`config.mk`:
```
export PLATFORM = sky130hd
export DESIGN_NAME = axi_join_cut
export DESIGN_NICKNAME = d
export VERILOG_FILES = /design/src/rtl/axi_join_cut.sv
export SDC_FILE = /design/constraint.sdc
export NUM_CORES = 1
export LEC_CHECK = 0
export ABC_AREA = 1
export CORE_ASPECT_RATIO = 0.75
export CORE_UTILIZATION = 46
export CTS_CLUSTER_DIAMETER = 30
export DETAILED_ROUTE_END_ITERATION = 6
export GPL_ROUTABILITY_DRIVEN = 0
export GPL_TIMING_DRIVEN = 1
export PLACE_DENSITY_LB_ADDON = 0.25
export SLEW_MARGIN = 25
export SYNTH_ARGS = -nofsm -noshare
export SYNTH_HDL_FRONTEND = slang
export SYNTH_SLANG_ARGS = --single-unit
```
`constraint.sdc`:
```
create_clock -name clk_i -period 1.4 [get_ports clk_i]
set_input_delay 0.14 -clock clk_i [delete_from_list [all_inputs] [get_ports clk_i]]
set_output_delay 0.14 -clock clk_i [all_outputs]
set_load 0.01 [all_outputs]
```
`src/rtl/axi_join_cut.sv`:
```
// axi_join_cut: joins a slave-side AXI4 port to a master-side AXI4 port, with an optional spill register per channel.
// Latency: 1 cycle per channel with its CutMask bit set, 0 cycles (pure wire) with the bit clear.
// Backpressure: a cut channel accepts while its overflow entry is free; a wired channel passes ready through.
// Optional feature macro AXI_JOIN_CUT_OUTSTANDING_EN adds outstanding-transaction counters and gates idle_o.
//
// Port packing, MSB first (the bench and neighbours must use the same field order):
//   ax   = {id, addr, len[7:0], size[2:0], burst[1:0], lock, cache[3:0], prot[2:0], qos[3:0], region[3:0], user}
//   w    = {data, strb, last, user}
//   b    = {id, resp[1:0], user}
//   r    = {id, data, resp[1:0], last, user}
//   req  = {aw, aw_valid, w, w_valid, b_ready, ar, ar_valid, r_ready}
//   resp = {aw_ready, ar_ready, w_ready, b_valid, b, r_valid, r}

// Two-entry spill register: A drives the output, B absorbs one beat of overflow.
// Latency: 1 cycle in to out; sustains one beat per cycle.
// Backpressure: in_ready is low only while B holds a beat, so in_ready is a pure flop output.
module axi_join_cut_spill #(
  parameter int unsigned Width = 8
) (
  input  logic             clk,
  input  logic             rst_n,
  input  logic             in_valid,
  output logic             in_ready,
  input  logic [Width-1:0] in_data,
  output logic             out_valid,
  input  logic             out_ready,
  output logic [Width-1:0] out_data,
  output logic             empty
);
  logic             a_full, b_full;
  logic [Width-1:0] a_data, b_data;
  logic             push, pop;

  assign in_ready  = ~b_full;
  assign out_valid = a_full;
  assign out_data  = a_data;
  assign empty     = ~a_full;   // B never holds a beat while A is empty
  assign push      = in_valid & ~b_full;
  assign pop       = a_full & out_ready;

  // Move beats between input, overflow and output entries, keeping order.
  always_ff @(posedge clk or negedge rst_n) begin
    if (!rst_n) begin
      a_full <= 1'b0;
      b_full <= 1'b0;
      a_data <= '0;
      b_data <= '0;
    end else if (push && (!a_full || pop)) begin
      a_data <= in_data;
      a_full <= 1'b1;
    end else if (push) begin
      b_data <= in_data;
      b_full <= 1'b1;
    end else if (pop) begin
      if (b_full) begin
        a_data <= b_data;
        b_full <= 1'b0;
      end else begin
        a_full <= 1'b0;
      end
    end
  end
endmodule

module axi_join_cut #(
  parameter int unsigned SlvIdWidth = 4,
  parameter int unsigned MstIdWidth = 4,
  parameter int unsigned AddrWidth  = 64,
  parameter int unsigned DataWidth  = 64,
  parameter int unsigned UserWidth  = 1,
  parameter logic [4:0]  CutMask    = 5'b11111,
  localparam int unsigned AxRestW   = AddrWidth + 29 + UserWidth,
  localparam int unsigned WW        = DataWidth + DataWidth / 8 + 1 + UserWidth,
  localparam int unsigned BRestW    = 2 + UserWidth,
  localparam int unsigned RRestW    = DataWidth + 3 + UserWidth,
  localparam int unsigned SlvReqW   = 2 * (SlvIdWidth + AxRestW) + WW + 5,
  localparam int unsigned MstReqW   = 2 * (MstIdWidth + AxRestW) + WW + 5,
  localparam int unsigned SlvRespW  = 5 + (SlvIdWidth + BRestW) + (SlvIdWidth + RRestW),
  localparam int unsigned MstRespW  = 5 + (MstIdWidth + BRestW) + (MstIdWidth + RRestW)
) (
  input  logic                clk_i,
  input  logic                rst_ni,
  input  logic [SlvReqW-1:0]  slv_req_i,
  output logic [SlvRespW-1:0] slv_resp_o,
  output logic [MstReqW-1:0]  mst_req_o,
  input  logic [MstRespW-1:0] mst_resp_i,
  output logic                idle_o
`ifdef AXI_JOIN_CUT_OUTSTANDING_EN
  ,
  output logic [7:0]          w_outstanding_o,
  output logic [7:0]          r_outstanding_o
`endif
);
  if (SlvIdWidth < 1 || MstIdWidth < SlvIdWidth) begin : g_bad_id_width
    $fatal(1, "axi_join_cut: need 1 <= SlvIdWidth <= MstIdWidth");
  end

  typedef struct packed {
    logic [SlvIdWidth-1:0] id;
    logic [AddrWidth-1:0]  addr;
    logic [7:0]            len;
    logic [2:0]            size;
    logic [1:0]            burst;
    logic                  lock;
    logic [3:0]            cache;
    logic [2:0]            prot;
    logic [3:0]            qos;
    logic [3:0]            region;
    logic [UserWidth-1:0]  user;
  } slv_ax_t;

  typedef struct packed {
    logic [MstIdWidth-1:0] id;
    logic [AxRestW-1:0]    rest;
  } mst_ax_t;

  typedef struct packed {
    logic [DataWidth-1:0]   data;
    logic [DataWidth/8-1:0] strb;
    logic                   last;
    logic [UserWidth-1:0]   user;
  } w_t;

  typedef struct packed {
    logic [SlvIdWidth-1:0] id;
    logic [1:0]            resp;
    logic [UserWidth-1:0]  user;
  } slv_b_t;

  typedef struct packed {
    logic [MstIdWidth-1:0] id;
    logic [1:0]            resp;
    logic [UserWidth-1:0]  user;
  } mst_b_t;

  typedef struct packed {
    logic [SlvIdWidth-1:0] id;
    logic [DataWidth-1:0]  data;
    logic [1:0]            resp;
    logic                  last;
    logic [UserWidth-1:0]  user;
  } slv_r_t;

  typedef struct packed {
    logic [MstIdWidth-1:0] id;
    logic [DataWidth-1:0]  data;
    logic [1:0]            resp;
    logic                  last;
    logic [UserWidth-1:0]  user;
  } mst_r_t;

  typedef struct packed {
    slv_ax_t aw; logic aw_valid; w_t w; logic w_valid; logic b_ready;
    slv_ax_t ar; logic ar_valid; logic r_ready;
  } slv_req_t;

  typedef struct packed {
    mst_ax_t aw; logic aw_valid; w_t w; logic w_valid; logic b_ready;
    mst_ax_t ar; logic ar_valid; logic r_ready;
  } mst_req_t;

  typedef struct packed {
    logic aw_ready; logic ar_ready; logic w_ready;
    logic b_valid; slv_b_t b; logic r_valid; slv_r_t r;
  } slv_resp_t;

  typedef struct packed {
    logic aw_ready; logic ar_ready; logic w_ready;
    logic b_valid; mst_b_t b; logic r_valid; mst_r_t r;
  } mst_resp_t;

  slv_req_t  slv_req;
  slv_resp_t slv_resp;
  mst_req_t  mst_req;
  mst_resp_t mst_resp;

  assign slv_req    = slv_req_i;
  assign mst_resp   = mst_resp_i;
  assign slv_resp_o = slv_resp;
  assign mst_req_o  = mst_req;

  // Responses are narrowed before their spill registers so the storage uses the slave-side ID width.
  slv_b_t b_in;
  slv_r_t r_in;
  assign b_in = {mst_resp.b.id[SlvIdWidth-1:0], mst_resp.b[BRestW-1:0]};
  assign r_in = {mst_resp.r.id[SlvIdWidth-1:0], mst_resp.r[RRestW-1:0]};

  slv_ax_t aw_out, ar_out;
  w_t      w_out;
  slv_b_t  b_out;
  slv_r_t  r_out;
  logic    aw_out_valid, w_out_valid, b_out_valid, ar_out_valid, r_out_valid;
  logic    aw_in_ready, w_in_ready, b_in_ready, ar_in_ready, r_in_ready;
  logic    aw_empty, w_empty, b_empty, ar_empty, r_empty;

  if (CutMask[0]) begin : g_aw_cut
    axi_join_cut_spill #(.Width($bits(slv_ax_t))) i_spill (
      .clk(clk_i), .rst_n(rst_ni),
      .in_valid(slv_req.aw_valid), .in_ready(aw_in_ready), .in_data(slv_req.aw),
      .out_valid(aw_out_valid), .out_ready(mst_resp.aw_ready), .out_data(aw_out), .empty(aw_empty));
  end else begin : g_aw_wire
    assign aw_out_valid = slv_req.aw_valid;
    assign aw_in_ready  = mst_resp.aw_ready;
    assign aw_out       = slv_req.aw;
    assign aw_empty     = 1'b1;
  end

  if (CutMask[1]) begin : g_w_cut
    axi_join_cut_spill #(.Width($bits(w_t))) i_spill (
      .clk(clk_i), .rst_n(rst_ni),
      .in_valid(slv_req.w_valid), .in_ready(w_in_ready), .in_data(slv_req.w),
      .out_valid(w_out_valid), .out_ready(mst_resp.w_ready), .out_data(w_out), .empty(w_empty));
  end else begin : g_w_wire
    assign w_out_valid = slv_req.w_valid;
    assign w_in_ready  = mst_resp.w_ready;
    assign w_out       = slv_req.w;
    assign w_empty     = 1'b1;
  end

  if (CutMask[2]) begin : g_b_cut
    axi_join_cut_spill #(.Width($bits(slv_b_t))) i_spill (
      .clk(clk_i), .rst_n(rst_ni),
      .in_valid(mst_resp.b_valid), .in_ready(b_in_ready), .in_data(b_in),
      .out_valid(b_out_valid), .out_ready(slv_req.b_ready), .out_data(b_out), .empty(b_empty));
  end else begin : g_b_wire
    assign b_out_valid = mst_resp.b_valid;
    assign b_in_ready  = slv_req.b_ready;
    assign b_out       = b_in;
    assign b_empty     = 1'b1;
  end

  if (CutMask[3]) begin : g_ar_cut
    axi_join_cut_spill #(.Width($bits(slv_ax_t))) i_spill (
      .clk(clk_i), .rst_n(rst_ni),
      .in_valid(slv_req.ar_valid), .in_ready(ar_in_ready), .in_data(slv_req.ar),
      .out_valid(ar_out_valid), .out_ready(mst_resp.ar_ready), .out_data(ar_out), .empty(ar_empty));
  end else begin : g_ar_wire
    assign ar_out_valid = slv_req.ar_valid;
    assign ar_in_ready  = mst_resp.ar_ready;
    assign ar_out       = slv_req.ar;
    assign ar_empty     = 1'b1;
  end

  if (CutMask[4]) begin : g_r_cut
    axi_join_cut_spill #(.Width($bits(slv_r_t))) i_spill (
      .clk(clk_i), .rst_n(rst_ni),
      .in_valid(mst_resp.r_valid), .in_ready(r_in_ready), .in_data(r_in),
      .out_valid(r_out_valid), .out_ready(slv_req.r_ready), .out_data(r_out), .empty(r_empty));
  end else begin : g_r_wire
    assign r_out_valid = mst_resp.r_valid;
    assign r_in_ready  = slv_req.r_ready;
    assign r_out       = r_in;
    assign r_empty     = 1'b1;
  end

  // Assemble the master-side request; request IDs are zero-extended here.
  always_comb begin
    mst_req          = '0;
    mst_req.aw       = {MstIdWidth'(aw_out.id), aw_out[AxRestW-1:0]};
    mst_req.aw_valid = aw_out_valid;
    mst_req.w        = w_out;
    mst_req.w_valid  = w_out_valid;
    mst_req.b_ready  = b_in_ready;
    mst_req.ar       = {MstIdWidth'(ar_out.id), ar_out[AxRestW-1:0]};
    mst_req.ar_valid = ar_out_valid;
    mst_req.r_ready  = r_in_ready;
  end

  // Assemble the slave-side response.
  always_comb begin
    slv_resp          = '0;
    slv_resp.aw_ready = aw_in_ready;
    slv_resp.ar_ready = ar_in_ready;
    slv_resp.w_ready  = w_in_ready;
    slv_resp.b_valid  = b_out_valid;
    slv_resp.b        = b_out;
    slv_resp.r_valid  = r_out_valid;
    slv_resp.r        = r_out;
  end

`ifdef AXI_JOIN_CUT_OUTSTANDING_EN
  logic [7:0] w_cnt, r_cnt;

  // Saturating up/down step; simultaneous inc and dec cancel.
  function automatic logic [7:0] cnt_step(input logic [7:0] cnt, input logic inc, input logic dec);
    logic [7:0] nxt;
    nxt = cnt;
    if (inc && !dec && cnt != 8'hFF) nxt = cnt + 8'd1;
    if (dec && !inc && cnt != 8'h00) nxt = cnt - 8'd1;
    return nxt;
  endfunction

  // Track transactions outstanding on the master side.
  always_ff @(posedge clk_i or negedge rst_ni) begin
    if (!rst_ni) begin
      w_cnt <= 8'd0;
      r_cnt <= 8'd0;
    end else begin
      w_cnt <= cnt_step(w_cnt, aw_out_valid & mst_resp.aw_ready, mst_resp.b_valid & b_in_ready);
      r_cnt <= cnt_step(r_cnt, ar_out_valid & mst_resp.ar_ready,
                        mst_resp.r_valid & r_in_ready & mst_resp.r.last);
    end
  end

  assign w_outstanding_o = w_cnt;
  assign r_outstanding_o = r_cnt;
  assign idle_o = aw_empty & w_empty & b_empty & ar_empty & r_empty & (w_cnt == 8'd0) & (r_cnt == 8'd0);
`else
  assign idle_o = aw_empty & w_empty & b_empty & ar_empty & r_empty;
`endif
endmodule

```
; After elaboration in Yosys (flattened, before gate mapping)
; Index checks and enable logic that the tools add are counted.
[totals]
ff_bits = 708
word_cells = 159
[classes]
n_eq_ne = 10
muxes = 50
bitwise = 29
n_reduce_logical = 50
[ops]
columns = op, n
row1 = 98-bit two-way mux, 8
row2 = 74-bit two-way mux, 4
row3 = 72-bit two-way mux, 4
row4 = 1-bit two-way mux, 30
row5 = 3-bit AND reduction, 10
row6 = 2-bit nonzero test, 15
row7 = 7-bit two-way mux, 4
row8 = 2-bit inequality test (second input constant), 10
row9 = 2-bit AND reduction, 10
row10 = 1-bit NOT, 15
row11 = 1-bit bitwise AND, 14
row12 = 1-bit logical AND, 5
row13 = 1-bit logical NOT, 5
row14 = 1-bit logical OR, 5

; Longest topological paths before layout
; Gate-level depths: netlist (run 1).
[depth]
depth_word = 5
mapped_depth = 8

; Hierarchy
; From an unflattened synthesis (run 1), not the netlist that was laid out.
[unflattened]
cells_unflattened = 4193
area_unflattened_um2 = 32324.8
[modules_own_cells]
columns = mod, n_inst, cells_each, area_per_inst_um2, seq_area_each_um2
row1 = axi_join_cut_spill at g_ar_cut.i_spill ..., 2, 1167, 8944.8, 4954.8
row2 = axi_join_cut_spill at g_w_cut.i_spill, 1, 888, 6870.3, 3753.6
row3 = axi_join_cut_spill at g_r_cut.i_spill, 1, 862, 6661.4, 3653.5
row4 = axi_join_cut_spill at g_b_cut.i_spill, 1, 96, 815.8, 400.4
row5 = axi_join_cut, 1, 13, 87.6, 0.0

; Least setup slack after synthesis (run 1)
; OpenSTA, ideal clock, no wires.
[synth_path]
kind = reg-to-reg
start = reg g_aw_cut.i_spill.b_full
end = reg g_aw_cut.i_spill.a_data[50], in the netlist g_aw_cut.i_spill.out_data[50]
arrival_ns = 1.177
setup_slack_ns = 0.106
stages_incl_launch_ff = 9
path_buffers = 2
path_cell_list = dfrtp_1 > inv_2 > nand2_1 > nor2_2 > buf_4 > buf_4 > nand2_1 > nand2_1 > nand2_1
[synth_between]
elab_chain_len = 5
[synth_rtl]
columns = element, line
row1 = "start, declared", 30  ; logic a_full, b_full;
row2 = "start signal, assigned", 45  ; b_full <= 1'b0;
row3 = "start signal, assigned", 53  ; b_full <= 1'b1;
row4 = "start signal, assigned", 57  ; b_full <= 1'b0;
row5 = 1-bit NOT (*), -
row6 = via aw_in_ready, 193  ; logic aw_in_ready, w_in_ready, b_in_ready, ar_in_ready, r_in_ready;
row7 = 1-bit bitwise AND (*), 38  ; assign push = in_valid & ~b_full;
row8 = 1-bit logical AND, 48  ; end else if (push && (!a_full || pop)) begin
row9 = 2-bit inequality test (no line) or 2-bit nonzero test (tied branches), -
row10 = 3-bit AND reduction (no line), -
row11 = "end signal, assigned", 49  ; a_data <= in_data;
row12 = "end signal, assigned", 56  ; a_data <= b_data;
row13 = "end, declared", 31  ; logic [Width-1:0] a_data, b_data;
; Mark *: on every way through the listed nets, which the timed path passes. The rest lies on a longest branch.
; A chain may end at the register's enable or synchronous reset.

; Final worst setup path (run 1)
[layout_path]
start = reg g_aw_cut.i_spill.a_full, in the netlist g_aw_cut.i_spill.out_valid
end = reg g_aw_cut.i_spill.b_data[77]
[layout_between]
elab_chain_len = 5
[layout_rtl]
columns = element, line
row1 = "start, declared", 30
row2 = "start signal, assigned", 44  ; a_full <= 1'b0;
row3 = "start signal, assigned", 50  ; a_full <= 1'b1;
row4 = "start signal, assigned", 59  ; a_full <= 1'b0;
row5 = 1-bit bitwise AND or 1-bit logical NOT (tied branches), "39, 48"
row6 = 1-bit logical OR (*), 48
row7 = 1-bit logical AND (*), 48
row8 = 1-bit NOT (no line) (*), -
row9 = 2-bit AND reduction (no line) (*), -
row10 = "end signal, assigned", 52  ; b_data <= in_data;
row11 = "end, declared", 31
; Every way passes the cells marked *; elsewhere a longest branch is shown, timed or not.

==> results of run 1 <==
==> worst min-delay path: cells and delay by family <==
kind	cells	cell delay (ps)
buf+inv	2	470
compound gates	1	60
==> synth_stat cells <==
| cell | instances | area share [%] |
|---|---|---|
| sky130_fd_sc_hd__clkbuf_1 | 102 | 1.2 |
| sky130_fd_sc_hd__o211ai_1 | 1 | 0.023 |
| sky130_fd_sc_hd__o21ai_1 | 94 | 1.4 |
| sky130_fd_sc_hd__nand2_2 | 6 | 0.12 |
| sky130_fd_sc_hd__buf_4 | 20 | 0.46 |
| sky130_fd_sc_hd__inv_1 | 706 | 8.1 |
| sky130_fd_sc_hd__dfrtp_1 | 708 | 54 |
| sky130_fd_sc_hd__nor2_2 | 6 | 0.12 |
| sky130_fd_sc_hd__o21ai_0 | 603 | 9.3 |
| sky130_fd_sc_hd__nor2_1 | 6 | 0.069 |
| sky130_fd_sc_hd__nor2_4 | 3 | 0.10 |
| sky130_fd_sc_hd__nor3_1 | 1 | 0.015 |
| sky130_fd_sc_hd__buf_1 | 10 | 0.12 |
| sky130_fd_sc_hd__buf_2 | 120 | 1.8 |
| sky130_fd_sc_hd__buf_6 | 12 | 0.42 |
| sky130_fd_sc_hd__nand3_2 | 3 | 0.092 |
| sky130_fd_sc_hd__clkbuf_2 | 3 | 0.046 |
| sky130_fd_sc_hd__inv_2 | 5 | 0.058 |
| sky130_fd_sc_hd__nand2_1 | 1414 | 16 |
| sky130_fd_sc_hd__nand4_1 | 2 | 0.038 |
| sky130_fd_sc_hd__nand3_1 | 365 | 5.6 |
==> metrics by stage <==
step | setup WS [ps] | setup TNS [ps]
after floorplan | 106 | 0
after global placement | -350 | -107030
after detailed placement | -322 | -123490
after CTS | -519 | -67550
after global routing | -516 | -131400
final | -452 | -83430
==> kinds of logic (layout without fill, tap and decap cells) <==
family | after synthesis | in the layout | synth area share [%]
and+or+nand+nor | 1806 | 1814 | 22.5
buffers and inverters | 978 | 2051 | 12.3
DFF | 708 | 708 | 54.5
AOI/OAI and AO/OA | 698 | 698 | 10.8
other | 0 | 10 | 0
==> cell type report <==
type                            count  area (µm²)
Timing Repair Buffer             1112       11500
Sequential cell                   708       17700
Clock inverter                     83        1040
Multi-Input combinational cell   2512       11900
Fill cell                        5088       20700
Tap cell                          946        1180
Clock buffer                      145        3280
Antenna cell                       10        25.0
Inverter                          711        2670
==> worst max-delay path by stage <==
| stage | from | endpoint | slack, ps | cells past startpoint |
|---|---|---|---|---|
| floorplan | g_aw_cut.i_spill.b_full$_DFFE_PN0P_ | g_aw_cut.i_spill.out_data[50]$_DFFE_PN0P_ | 110 | 8 |
| global route | g_aw_cut.i_spill.out_valid$_DFFE_PN0P_ | g_aw_cut.i_spill.b_data[11]$_DFFE_PN0P_ | -520 | 12 |
| global placement | g_aw_cut.i_spill.out_valid$_DFFE_PN0P_ | idle_o | -350 | 5 |
| finish | g_aw_cut.i_spill.out_valid$_DFFE_PN0P_ | g_aw_cut.i_spill.b_data[77]$_DFFE_PN0P_ | -450 | 12 |
| CTS | g_aw_cut.i_spill.out_valid$_DFFE_PN0P_ | idle_o | -520 | 5 |
| detailed placement | mst_resp_i[83] | g_aw_cut.i_spill.out_data[20]$_DFFE_PN0P_ | -320 | 7 |
==> layer usage <==
layer  GRT usage [%]  up-vias
li1                -    14900
met3            5.69      374
met1            35.4    15400
met4            15.1        2
met2            46.0     1433
met5               0        -
==> state kept, by name, summed over array words and instances, names as in the netlist, 7 cells and up <==
register / count
g_ar_cut.i_spill.b_data: 98
g_ar_cut.i_spill.out_data: 98
g_aw_cut.i_spill.b_data: 98
g_aw_cut.i_spill.out_data: 98
g_b_cut.i_spill.b_data: 7
g_b_cut.i_spill.out_data: 7
g_r_cut.i_spill.b_data: 72
g_r_cut.i_spill.out_data: 72
g_w_cut.i_spill.b_data: 74
g_w_cut.i_spill.out_data: 74
==> power by group through the flow <==
stage | sequential (µW) | clock (µW) | combinational [µW]
finish | 37700 | 30900 | 44500
global route | 38500 | 32100 | 48700
CTS | 37000 | 31000 | 38900
detailed placement | 37200 | 0 | 39200
global placement | 37000 | 0 | 38300
floorplan | 38000 | 0 | 17600
==> timing repair <==
action,4_1_cts,5_1_grt
cloned,20,76
hold buffers,34,1
setup endpoints to repair,742,880
pin swaps,4,28
gates resized for setup,1650,314
endpoints found under the hold margin,740,13
setup buffers,88,35
==> impl_summary.txt, run 1 <==
----------------------------------------------------
[Synth]
  Number of distinct library cell variants in the gate-level netlist after synthesis ... 21
  Yosys synthesis warning count ... 0
  Sequential area share after synthesis ... 54.5%
  Post-synthesis net count ... 4551
  Syn avg cell area ... 7.76 µm²
  Post-synthesis instance area ... 32500 µm²
  Post-synthesis register bit count ... 708
  Cell count after synthesis ... 4190

[Routing]
  Total length of routed met3 wires ... 9050 µm
  Top routing layer in use ... met5
  Initial drt markers ... 3121
  Detailed-route DRC error count ... 0
  Total via count after detailed routing ... 32.2k
  DR WL/cell ... 18.7 µm
  First drt pass iteration count ... 7
  Wire length after detailed routing ... 116000 µm
  Via/cell ratio ... 5.17
  Number of routed nets with antenna violations ... 0
  Met1 WL ... 44200 µm
  Total met2 wirelength after detailed routing ... 56800 µm

[Worst setup path]
  Critical-path cell with the highest stage delay ... sky130_fd_sc_hd__dfrtp_1
  Crit path buffers/inverters ... 8
  RR Startpoint ... g_aw_cut.i_spill.out_valid$_DFFE_PN0P_
  Worst-case reg-to-reg path depth ... 12
  Worst endpoint required time ... 1950 ps
  Endpoint of the lowest-slack register-to-register path ... g_aw_cut.i_spill.b_data[77]$_DFFE_PN0P_
  Type of the worst setup path ... flip-flop to flip-flop
  Kind of cell adding the most delay to the critical path ... buffers and inverters
  Setup slack of the worst register-to-register path ... -450 ps
  Crit-path max FO ... 5
  Most numerous cell on the critical path ... sky130_fd_sc_hd__buf_6
  Arr. time, crit path ... 2400 ps
  Kind of launch point of the worst setup path ... flip-flop
  Endpoint class of the critical path ... flip-flop
  Sequence of cells on the critical path ... inv_2, buf_4, buf_6, buf_6, nor2_4, buf_8, nand2_8, buf_6, buf_6, buf_16, nand2_1, o21ai_1
  Largest stage delay on the critical path ... 360 ps

[Timing]
  Final setup violation count ... 531
  Tightest slew margin relative to the limit ... 31.6%
  Achievable Freq ... 0.540 GHz
  Final Hold Violating Endpoints ... 0
  Clock period minus worst slack ... 1850 ps
  Minimum hold slack ... 25.2 ps
  Worst setup margin ... -452 ps
  Tcrit/Tclk final ... 132%
  Unrepaired setup endpoints after global routing ... yes
  Fin Clk Skew ... 32.7 ps
  Total count of max-transition violations in the final report ... 0
  Slew at the pin closest to its max-slew limit ... 1020 ps

[Floorplanning]
  Number of primary I/O pins ... 721
  Total number of placement rows ... 84
  Die span in y ... 232 µm
  Initial Utilization ... 46.5%
  Die X ... 309 µm
  Core Footprint ... 70000 µm²
  Die outline area ... 71800 µm²

[Clock network]
  Clock insertion delay at the later pin of the skew report ... 700 ps
  TritonCTS clock tree ... yes
  Clock transition at path regs ... 50 ps
  TritonCTS Buffers ... 120
  CTS H-Tree Depth ... 3
  Root Buffer ... sky130_fd_sc_hd__clkbuf_16
  Buffer levels on the longest clock path ... 3
  Count of clock tree sinks ... 708

[Global route]
  Antenna violations before repair ... 10
  First-pass GRT wire length ... 160000 µm
  Congestion Overflow GR ... 0
  GRT Overall Usage ... 28.2%
  Number of global-route vias before repair ... 29.6k
  Largest net degree at the start of global routing ... 88

[Power and ir drop]
  Pleak ... 0.0257 µW
  Final Power ... 113000 µW
  Switching power ... 42500 µW
  Maximum resistive drop on vdd ... 1.39 mV
  Total internal power ... 70500 µW
  Sw Share ... 37.6%
  Total power density per cell area ... 2290 nW/µm²
  Gate power share ... 39.4%
  Fraction of power consumed by the clock network ... 27.3%
  Register share of total power ... 33.3%

[Placed design]
  Area of placed instances ... 41800 µm²
  Detailed placement HPWL ... 65900 µm
  Port bufs ... 720
  Total placed cells including tap cells ... 5748

[Run status]
  Violations in the final reports ... negative setup slack
  Run status ... complete, but fails checks

[Final layout]
  Share of post-route cells with drive strength above 1 ... 22.1%
  Net count of the finished layout ... 5526
  Layout area overhead ... 51.7%
  Post-layout util ... 70.5%
  Final Instance Area ... 49300 µm²
  Most common cell after layout, fill and taps aside ... sky130_fd_sc_hd__nand2_1
  Commonest cells after routing, fill and taps aside ... sky130_fd_sc_hd__nand2_1 (1314), sky130_fd_sc_hd__dfrtp_1 (703), sky130_fd_sc_hd__inv_1 (702)
  Number of non-filler instances in the completed layout ... 6227

[Worst hold path]
  Class of the most critical hold timing path ... primary input to flip-flop
  Hold path cells ... 3
  HP Start ... slv_req_i[193]
  Hold Path Sink ... g_aw_cut.i_spill.b_data[16]$_DFFE_PN0P_

[Run]
  Max-cap violations ... 0

----------------------------------------------------
Power figures use the tool's default switching activity.
==> run 2, diff against run 1 <==
Settings changed: ABC_AREA 1 to not set, CORE_AREA set to 2 2 279 281, CORE_ASPECT_RATIO 0.75 to not set, CORE_UTILIZATION 46 to not set, CTS_CLUSTER_DIAMETER 30 to 50, DIE_AREA set to 0 0 281 283.
==> impl_summary.txt, run 2 <==
----------------------------------------------------
[Global route]
  Congestion Overflow GR ... 0 (unchanged)
  GRT Overall Usage ... 22.6% (was 28.2%)
  First-pass GRT wire length ... 138000 µm (was 160000 µm)
  Antenna violations before repair ... 33 (was 10)
  Number of global-route vias before repair ... 22.4k (was 29.6k)
  Largest net degree at the start of global routing ... 91 (was 88)

[Routing]
  DR WL/cell ... 23.0 µm (was 18.7 µm)
  Detailed-route DRC error count ... 0 (unchanged)
  Total via count after detailed routing ... 20.1k (was 32.2k)
  Number of routed nets with antenna violations ... 0 (unchanged)
  Initial drt markers ... 697 (was 3121)
  First drt pass iteration count ... 5 (was 7)
  Wire length after detailed routing ... 92400 µm (was 116000 µm)
  Via/cell ratio ... 5.01 (was 5.17)

[Synth]
  Arithmetic-cell share of the synthesized area counting full adders, half adders and majority gates ... 0% (unchanged)
  Share of synthesized cell area in and, or, nand and nor gates ... 0.777% (was 22.5%)
  Post-synthesis instance area ... 30900 µm² (was 32500 µm²)
  Post-synthesis compound-gate area fraction ... 0.712% (was 10.8%)
  Post-synthesis register bit count ... 708 (unchanged)
  Number of enable-type register cells in the synthesized netlist ... 0 (unchanged)
  Async set-or-reset flop fraction in the synthesized netlist ... 100% (unchanged)
  Syn avg cell area ... 15.8 µm² (was 7.76 µm²)
  Combinational family with the most area after synthesis ... multiplexers (was simple AND/OR/NAND/NOR gates)
  Yosys synthesis warning count ... 0 (unchanged)
  Cell count after synthesis ... 1952 (was 4190)
  Share of synthesized area spent on multiplexers ... 38.2% (was 0%)
  Top cell types by occurrence after synthesis ... sky130_fd_sc_hd__mux2_2 (997), sky130_fd_sc_hd__dfrtp_1 (708), sky130_fd_sc_hd__buf_2 (60) (was sky130_fd_sc_hd__nand2_1 (1414), sky130_fd_sc_hd__dfrtp_1 (708), sky130_fd_sc_hd__inv_1 (706))
  Fraction of post-synthesis cell area in the top cell type by area ... 57.3% (was 54.5%)
  Post-synthesis net count ... 2313 (was 4551)
  Most frequently used cell type in the post-synthesis netlist ... sky130_fd_sc_hd__mux2_2 (was sky130_fd_sc_hd__nand2_1)
  Sequential area share after synthesis ... 57.3% (was 54.5%)
  Synth area leader ... sky130_fd_sc_hd__dfrtp_1 (unchanged)
  Cell types occupying the most area after synthesis ... sky130_fd_sc_hd__dfrtp_1 (57%), sky130_fd_sc_hd__mux2_2 (36%), sky130_fd_sc_hd__mux2_4 (1.7%) (was sky130_fd_sc_hd__dfrtp_1 (54%), sky130_fd_sc_hd__nand2_1 (16%), sky130_fd_sc_hd__o21ai_0 (9.3%))
  Number of distinct library cell variants in the gate-level netlist after synthesis ... 32 (was 21)
  Most frequently used flop master after synthesis ... sky130_fd_sc_hd__dfrtp_1 (unchanged)
  Xor/xnor cell area share of the yosys netlist ... 0% (unchanged)

[Placed design]
  Port bufs ... 720 (unchanged)
  Detailed placement HPWL ... 63900 µm (was 65900 µm)
  Pre-CTS setup slack ... -739 ps (was -322 ps)
  Total placed cells including tap cells ... 3732 (was 5748)
  Area of placed instances ... 41400 µm² (was 41800 µm²)

[Timing]
  Final setup violation count ... 713 (was 531)
  Slew at the pin closest to its max-slew limit ... 494 ps (was 1020 ps)
  Unrepaired setup endpoints after global routing ... yes (unchanged)
  Final Hold Violating Endpoints ... 0 (unchanged)
  Clock period minus worst slack ... 2030 ps (was 1850 ps)
  Total count of max-transition violations in the final report ... 0 (unchanged)
  Achievable Freq ... 0.494 GHz (was 0.540 GHz)
  Tightest slew margin relative to the limit ... 67.1% (was 31.6%)
  Worst setup margin ... -625 ps (was -452 ps)
  Fin Clk Skew ... 29.0 ps (was 32.7 ps)
  Tcrit/Tclk final ... 145% (was 132%)
  Minimum hold slack ... 134 ps (was 25.2 ps)

[Worst setup path]
  Arr. time, crit path ... 1890 ps (was 2400 ps)
  Crit path buffers/inverters ... 1 (was 8)
  Kind of cell adding the most delay to the critical path ... simple AND/OR/NAND/NOR gates (was buffers and inverters)
  Critical-path cell with the highest stage delay ... sky130_fd_sc_hd__or4_4 (was sky130_fd_sc_hd__dfrtp_1)
  Type of the worst setup path ... flip-flop to output pin (was flip-flop to flip-flop)
  Endpoint class of the critical path ... output pin (was flip-flop)
  Crit-path max FO ... 2 (was 5)
  Largest stage delay on the critical path ... 590 ps (was 360 ps)
  Sequence of cells on the critical path ... or4_4, nor2_4, buf_6 (was inv_2, buf_4, buf_6, buf_6, nor2_4, buf_8, nand2_8, buf_6, buf_6, buf_16, nand2_1, o21ai_1)
  Kind of launch point of the worst setup path ... flip-flop (unchanged)
  Worst endpoint required time ... 1260 ps (was 1950 ps)

[Floorplanning]
  Number of primary I/O pins ... 721 (unchanged)
  Total number of placement rows ... 102 (was 84)
  Initial Utilization ... 40.3% (was 46.5%)
  Die outline area ... 79500 µm² (was 71800 µm²)
  Core Footprint ... 76700 µm² (was 70000 µm²)
  Die X ... 281 µm (was 309 µm)
  Die span in y ... 283 µm (was 232 µm)

[Final layout]
  Most common cell after layout, fill and taps aside ... sky130_fd_sc_hd__dfrtp_1 (was sky130_fd_sc_hd__nand2_1)
  Net count of the finished layout ... 3233 (was 5526)
  Share of post-route cells with drive strength above 1 ... 61.4% (was 22.1%)
  Commonest cells after routing, fill and taps aside ... sky130_fd_sc_hd__dfrtp_1 (708), sky130_fd_sc_hd__mux2_2 (604), sky130_fd_sc_hd__mux2_4 (431) (was sky130_fd_sc_hd__nand2_1 (1314), sky130_fd_sc_hd__dfrtp_1 (703), sky130_fd_sc_hd__inv_1 (702))
  Final Instance Area ... 45100 µm² (was 49300 µm²)
  Number of non-filler instances in the completed layout ... 4011 (was 6227)
  Layout area overhead ... 45.8% (was 51.7%)

[Clock network]
  Buffer levels on the longest clock path ... 3 (unchanged)
  Clock transition at path regs ... 60 ps (was 50 ps)
  Root Buffer ... sky130_fd_sc_hd__clkbuf_16 (unchanged)
  TritonCTS Buffers ... 93 (was 120)
  Clock insertion delay at the later pin of the skew report ... 650 ps (was 700 ps)
  Count of clock tree sinks ... 708 (unchanged)
  CTS H-Tree Depth ... 3 (unchanged)
  TritonCTS clock tree ... yes (unchanged)

[Power and ir drop]
  Total power density per cell area ... 2480 nW/µm² (was 2290 nW/µm²)
  Pleak ... 0.0206 µW (was 0.0257 µW)
  Maximum resistive drop on vdd ... 1.20 mV (was 1.39 mV)
  Gate power share ... 45.2% (was 39.4%)
  Register share of total power ... 32.9% (was 33.3%)
  Sw Share ... 31.0% (was 37.6%)
  Fraction of power consumed by the clock network ... 21.9% (was 27.3%)
  Final Power ... 112000 µW (was 113000 µW)
  Total internal power ... 77300 µW (was 70500 µW)
  Switching power ... 34700 µW (was 42500 µW)

[Worst hold path]
  Class of the most critical hold timing path ... primary input to flip-flop (unchanged)

[Run status]
  Run status ... complete, but fails checks (unchanged)
  Violations in the final reports ... negative setup slack (unchanged)

[Run]
  Max-cap violations ... 0 (unchanged)

----------------------------------------------------
==> run 2: cell count changes after synthesis, sizes merged, moves of 5 or more <==
| cell | previous run | this run |
|---|---|---|
| nand2b | 0 | 5 |
| inv | 711 | 10 |
| o21ai | 697 | 5 |
| nand3 | 368 | 0 |
| clkbuf | 105 | 2 |
| mux2 | 0 | 1037 |
| nor2 | 15 | 2 |
| nor2b | 0 | 5 |
| nand2 | 1420 | 13 |
| buf | 162 | 125 |
| a21oi | 0 | 17 |
==> run 2: layout make-up <==
cell class / count / area, µm²
diodes: 21 / 52.6
clock buffers: 123 / 2670
clock inverters: 50 / 592
fillers: 5899 / 31600
inverters: 10 / 42.5
multi-input cells: 1107 / 13800
flip-flops and latches: 708 / 17700
well taps: 1040 / 1300
repair buffers: 952 / 8890
==> run 2: power by group through the flow <==
| stage | Clock [µW] | Sequential (µW) | Combinational, µW |
|---|---|---|---|
| 6_report | 24600 | 36800 | 50700 |
| 5_1_grt | 26100 | 38200 | 53600 |
| 4_1_cts | 25100 | 36700 | 48600 |
| 3_5_place_dp | 0 | 37000 | 49700 |
| 3_3_place_gp | 0 | 36400 | 48400 |
| 2_1_floorplan | 0 | 38100 | 27800 |
==> run 2: per-layer routing <==
metal / track usage, % / up-vias / part of all wire (%)
met5: 0 / - / 0.17
met4: 9.59 / 24 / 3.6
met3: 7.27 / 179 / 7.3
met2: 38.9 / 590 / 51
met1: 25.6 / 10400 / 38
li1: - / 8888 / -
==> run 2: final timing paths <==
| kind | startpoint | endpoint | slack, ps | cells after the start |
|---|---|---|---|---|
| min reg2reg | g_ar_cut.i_spill.b_data[8]$_DFFE_PN0P_ | g_ar_cut.i_spill.b_data[8]$_DFFE_PN0P_ | 500 | 1 |
| max reg2reg | g_aw_cut.i_spill.out_valid$_DFFE_PN0P_ | g_aw_cut.i_spill.out_data[95]$_DFFE_PN0P_ | -490 | 7 |
| min in group asynchronous | rst_ni | g_r_cut.i_spill.out_data[44]$_DFFE_PN0P_ | 350 | 3 |
| max in group asynchronous | rst_ni | g_aw_cut.i_spill.b_data[19]$_DFFE_PN0P_ | 530 | 3 |
| min | slv_req_i[269] | g_aw_cut.i_spill.b_data[92]$_DFFE_PN0P_ | 130 | 2 |
| max | g_b_cut.i_spill.out_valid$_DFFE_PN0P_ | idle_o | -630 | 3 |
==> run 2: what timing repair did <==
item / in CTS / in global routing
resized for setup: 1563 / 131
gates cloned: 20 / 12
setup endpoints to repair: 1055 / 719
hold buffers: 1 / 0
pin swaps: 3 / 4
endpoints found under the hold margin: 708 / 0
buffers inserted: 48 / 15
==> run 2: worst register-to-register path: stages, from the launching register on <==
cell and delay [ps]:
sky130_fd_sc_hd__dfrtp_1 380, sky130_fd_sc_hd__buf_6 130, sky130_fd_sc_hd__nor2b_4 130, sky130_fd_sc_hd__buf_6 120, sky130_fd_sc_hd__a21oi_4 310, sky130_fd_sc_hd__clkbuf_16 260, sky130_fd_sc_hd__clkbuf_16 160, sky130_fd_sc_hd__mux2_4 300
==> run 2: through the flow <==
stage	setup TNS, ps	util [%]
floorplan	-111670	-
global placement	-290170	53.9
detailed placement	-305780	53.9
CTS	-213110	57.8
global route	-236920	58.8
finish	-195890	58.8
==> run 2: cells by family (layout without fill, tap and decap cells) <==
group                  count (synthesis)  count (layout)
muxes                               1037            1037
DFF                                  708             708
and+or+nand+nor                       38              38
buffers and inverters                137            1135
other                                  0              21
AOI/OAI and AO/OA                     32              32
==> run 3, diff against run 2 <==
Settings changed: CELL_PAD_IN_SITES_DETAIL_PLACEMENT set to 0, CELL_PAD_IN_SITES_GLOBAL_PLACEMENT set to 1, CORE_AREA 2 2 279 281 to not set, CORE_ASPECT_RATIO set to 0.75, CORE_UTILIZATION set to 37, DIE_AREA 0 0 281 283 to not set, SETUP_SLACK_MARGIN set to 0.5.
==> impl_summary.txt, run 3 (synthesis gave the netlist of run 2 again) <==
----------------------------------------------------
[Run status]
  Run status ... complete, but fails checks (unchanged)
  Violations in the final reports ... negative hold slack, negative setup slack (was negative setup slack)

[Worst setup path]
  Setup slack of the worst register-to-register path ... -600 ps (was -490 ps)
  Worst endpoint required time ... 1260 ps (about the same)
  Critical-path cell with the highest stage delay ... sky130_fd_sc_hd__or4_4 (unchanged)
  Kind of launch point of the worst setup path ... flip-flop (unchanged)
  Worst setup startpoint ... g_b_cut.i_spill.out_valid$_DFFE_PN0P_ (unchanged)
  Sequence of cells on the critical path ... or4_4, nor2_4, buf_6, buf_6 (was or4_4, nor2_4, buf_6)
  Worst-case reg-to-reg path depth ... 9 (was 7)
  Type of the worst setup path ... flip-flop to output pin (unchanged)
  Most numerous cell on the critical path ... sky130_fd_sc_hd__buf_6
  Largest stage delay on the critical path ... 570 ps (was 590 ps)
  Arr. time, crit path ... 1900 ps (was 1890 ps)
  RR Startpoint ... g_aw_cut.i_spill.out_valid$_DFFE_PN0P_ (unchanged)
  Crit-path max FO ... 2 (unchanged)
  Endpoint of the lowest-slack register-to-register path ... g_aw_cut.i_spill.out_data[77]$_DFFE_PN0P_ (was g_aw_cut.i_spill.out_data[95]$_DFFE_PN0P_)
  Endpoint class of the critical path ... output pin (unchanged)

[Global route]
  Congestion Overflow GR ... 0 (unchanged)
  First-pass GRT wire length ... 145000 µm (was 138000 µm)
  Antenna violations before repair ... 33 (unchanged)
  GRT Overall Usage ... 22.7% (was 22.6%)
  Number of global-route vias before repair ... 23.0k (was 22.4k)
  Largest net degree at the start of global routing ... 101 (was 91)

[Floorplanning]
  Core Footprint ... 82400 µm² (was 76700 µm²)
  Die outline area ... 84700 µm² (was 79500 µm²)
  Initial Utilization ... 37.5% (was 40.3%)
  Total number of placement rows ... 91 (was 102)
  Number of primary I/O pins ... 721 (unchanged)
  Die span in y ... 252 µm (was 283 µm)
  Die X ... 336 µm (was 281 µm)

[Timing]
  Worst setup margin ... -637 ps (was -625 ps)
  Minimum hold slack ... -274 ps (was 134 ps)
  Unrepaired setup endpoints after global routing ... yes (unchanged)
  Fin Clk Skew ... 16.9 ps (was 29.0 ps)
  Final setup violation count ... 712 (was 713)
  Tightest slew margin relative to the limit ... 48.1% (was 67.1%)
  Clock period minus worst slack ... 2040 ps (was 2030 ps)
  Tcrit/Tclk final ... 146% (was 145%)
  Total count of max-transition violations in the final report ... 0 (unchanged)
  Achievable Freq ... 0.491 GHz (was 0.494 GHz)
  Slew at the pin closest to its max-slew limit ... 777 ps (was 494 ps)
  Final Hold Violating Endpoints ... 27 (was 0)

[Final layout]
  Filler Cells Inserted ... 6327 (was 5899)
  Commonest cells after routing, fill and taps aside ... sky130_fd_sc_hd__dfrtp_1 (704), sky130_fd_sc_hd__mux2_2 (616), sky130_fd_sc_hd__mux2_4 (420) (was sky130_fd_sc_hd__dfrtp_1 (708), sky130_fd_sc_hd__mux2_2 (604), sky130_fd_sc_hd__mux2_4 (431))
  Net count of the finished layout ... 3430 (was 3233)
  Most common cell after layout, fill and taps aside ... sky130_fd_sc_hd__dfrtp_1 (unchanged)
  Layout area overhead ... 56.6% (was 45.8%)
  Share of post-route cells with drive strength above 1 ... 63.7% (was 61.4%)
  Final Instance Area ... 48400 µm² (was 45100 µm²)

[Placed design]
  Port bufs ... 720 (unchanged)
  Area of placed instances ... 41700 µm² (was 41400 µm²)
  Detailed placement HPWL ... 64900 µm (was 63900 µm)
  Pre-CTS setup slack ... -603 ps (was -739 ps)

[Clock network]
  Buffer levels on the longest clock path ... 3 (unchanged)
  Clock transition at path regs ... 60 ps (about the same)
  CTS H-Tree Depth ... 3 (unchanged)
  Clock insertion delay at the later pin of the skew report ... 620 ps (was 650 ps)
  Root Buffer ... sky130_fd_sc_hd__clkbuf_16 (unchanged)
  TritonCTS clock tree ... yes (unchanged)
  TritonCTS Buffers ... 77 (was 93)
  Count of clock tree sinks ... 708 (unchanged)

[Routing]
  Wire length after detailed routing ... 99100 µm (was 92400 µm)
  First drt pass iteration count ... 5 (unchanged)
  Total via count after detailed routing ... 20.9k (was 20.1k)
  DR WL/cell ... 23.2 µm (was 23.0 µm)
  Initial drt markers ... 862 (was 697)
  Detailed-route DRC error count ... 0 (unchanged)
  Number of routed nets with antenna violations ... 0 (unchanged)
  Via/cell ratio ... 4.90 (was 5.01)

[Power and ir drop]
  Total power density per cell area ... 2460 nW/µm² (was 2480 nW/µm²)
  Pleak ... 0.0221 µW (was 0.0206 µW)
  Final Power ... 119000 µW (was 112000 µW)
  Maximum resistive drop on vdd ... 1.30 mV (was 1.20 mV)

[Run]
  Max-cap violations ... 0 (unchanged)

[Worst hold path]
  Class of the most critical hold timing path ... primary input to asynchronous set/reset pin (was primary input to flip-flop)

----------------------------------------------------
## run 3: cell types whose count changed in the layout (fill, tap and decap cells not counted), moves of 7 or more
| cell | before | now |
|---|---|---|
| sky130_fd_sc_hd__dlygate4sd3_1 | 1 | 8 |
| sky130_fd_sc_hd__buf_16 | 19 | 43 |
| sky130_fd_sc_hd__buf_8 | 10 | 19 |
| sky130_fd_sc_hd__clkbuf_16 | 107 | 93 |
| sky130_fd_sc_hd__buf_2 | 340 | 170 |
| sky130_fd_sc_hd__buf_12 | 69 | 99 |
| sky130_fd_sc_hd__buf_6 | 31 | 228 |
| sky130_fd_sc_hd__buf_4 | 103 | 218 |
| sky130_fd_sc_hd__mux2_2 | 604 | 616 |
| sky130_fd_sc_hd__mux2_4 | 431 | 420 |
## run 3: layout make-up
type	count	area, µm²	area share (%)
clock buffer	103	2220	4.58
timing repair buffer	1163	12700	26.2
tap	1116	1400	2.88
inverter	10	45.0	0.0930
antenna	23	57.6	0.119
multi-input combinational	1109	13800	28.6
sequential	708	17700	36.6
clock inverter	34	445	0.920
## run 3: where the power goes
group          switching [µW]  internal [µW]  leakage [µW]
sequential               6380          31200       0.00845
clock                    8650          12800       0.00131
combinational           20800          39100        0.0124
total                   35900          83200        0.0221
## run 3: worst max-delay path: cells and delay by family, from the launching register on
kind	cells	cell delay (ps)
flops	1	420
buf+inv	2	200
simple gates	2	670
## run 3: worst max-delay path by stage
stage,endpoint,cells past startpoint
after floorplan,g_ar_cut.i_spill.out_data[88]$_DFFE_PN0P_,6
after global placement,idle_o,4
after detailed placement,idle_o,4
after CTS,idle_o,4
after global routing,idle_o,4
final,idle_o,4
## run 3: repair_timing
| action | in CTS | in global routing |
|---|---|---|
| hold buffers | 11 | 1 |
| setup buffers | 193 | 16 |
| resized for setup | 1975 | 90 |
| cloned | 42 | 15 |
| pin swaps | 6 | 5 |
| hold endpoints to repair | 708 | 36 |
| endpoints found under the setup margin | 1066 | 1368 |
## run 3: metrics by stage
stage,TNS [ps],utilization [%],std cells
global route,-313430,58.7,4261
global placement,-307960,50.6,3828
floorplan,-111670,-,1952
finish,-272280,58.7,4266
CTS,-260460,57.6,4211
detailed placement,-320130,50.6,3828
## run 3: per-layer routing
layer | global-route usage, % | up-vias | share of wire (%) | wire length [µm]
li1 | - | 9322 | - | -
met4 | 9.41 | 22 | 3.7 | 3670
met3 | 6.54 | 179 | 6.4 | 6350
met2 | 37.1 | 510 | 49 | 48600
met1 | 28.0 | 10900 | 41 | 40300
met5 | 0 | - | 0.15 | 150
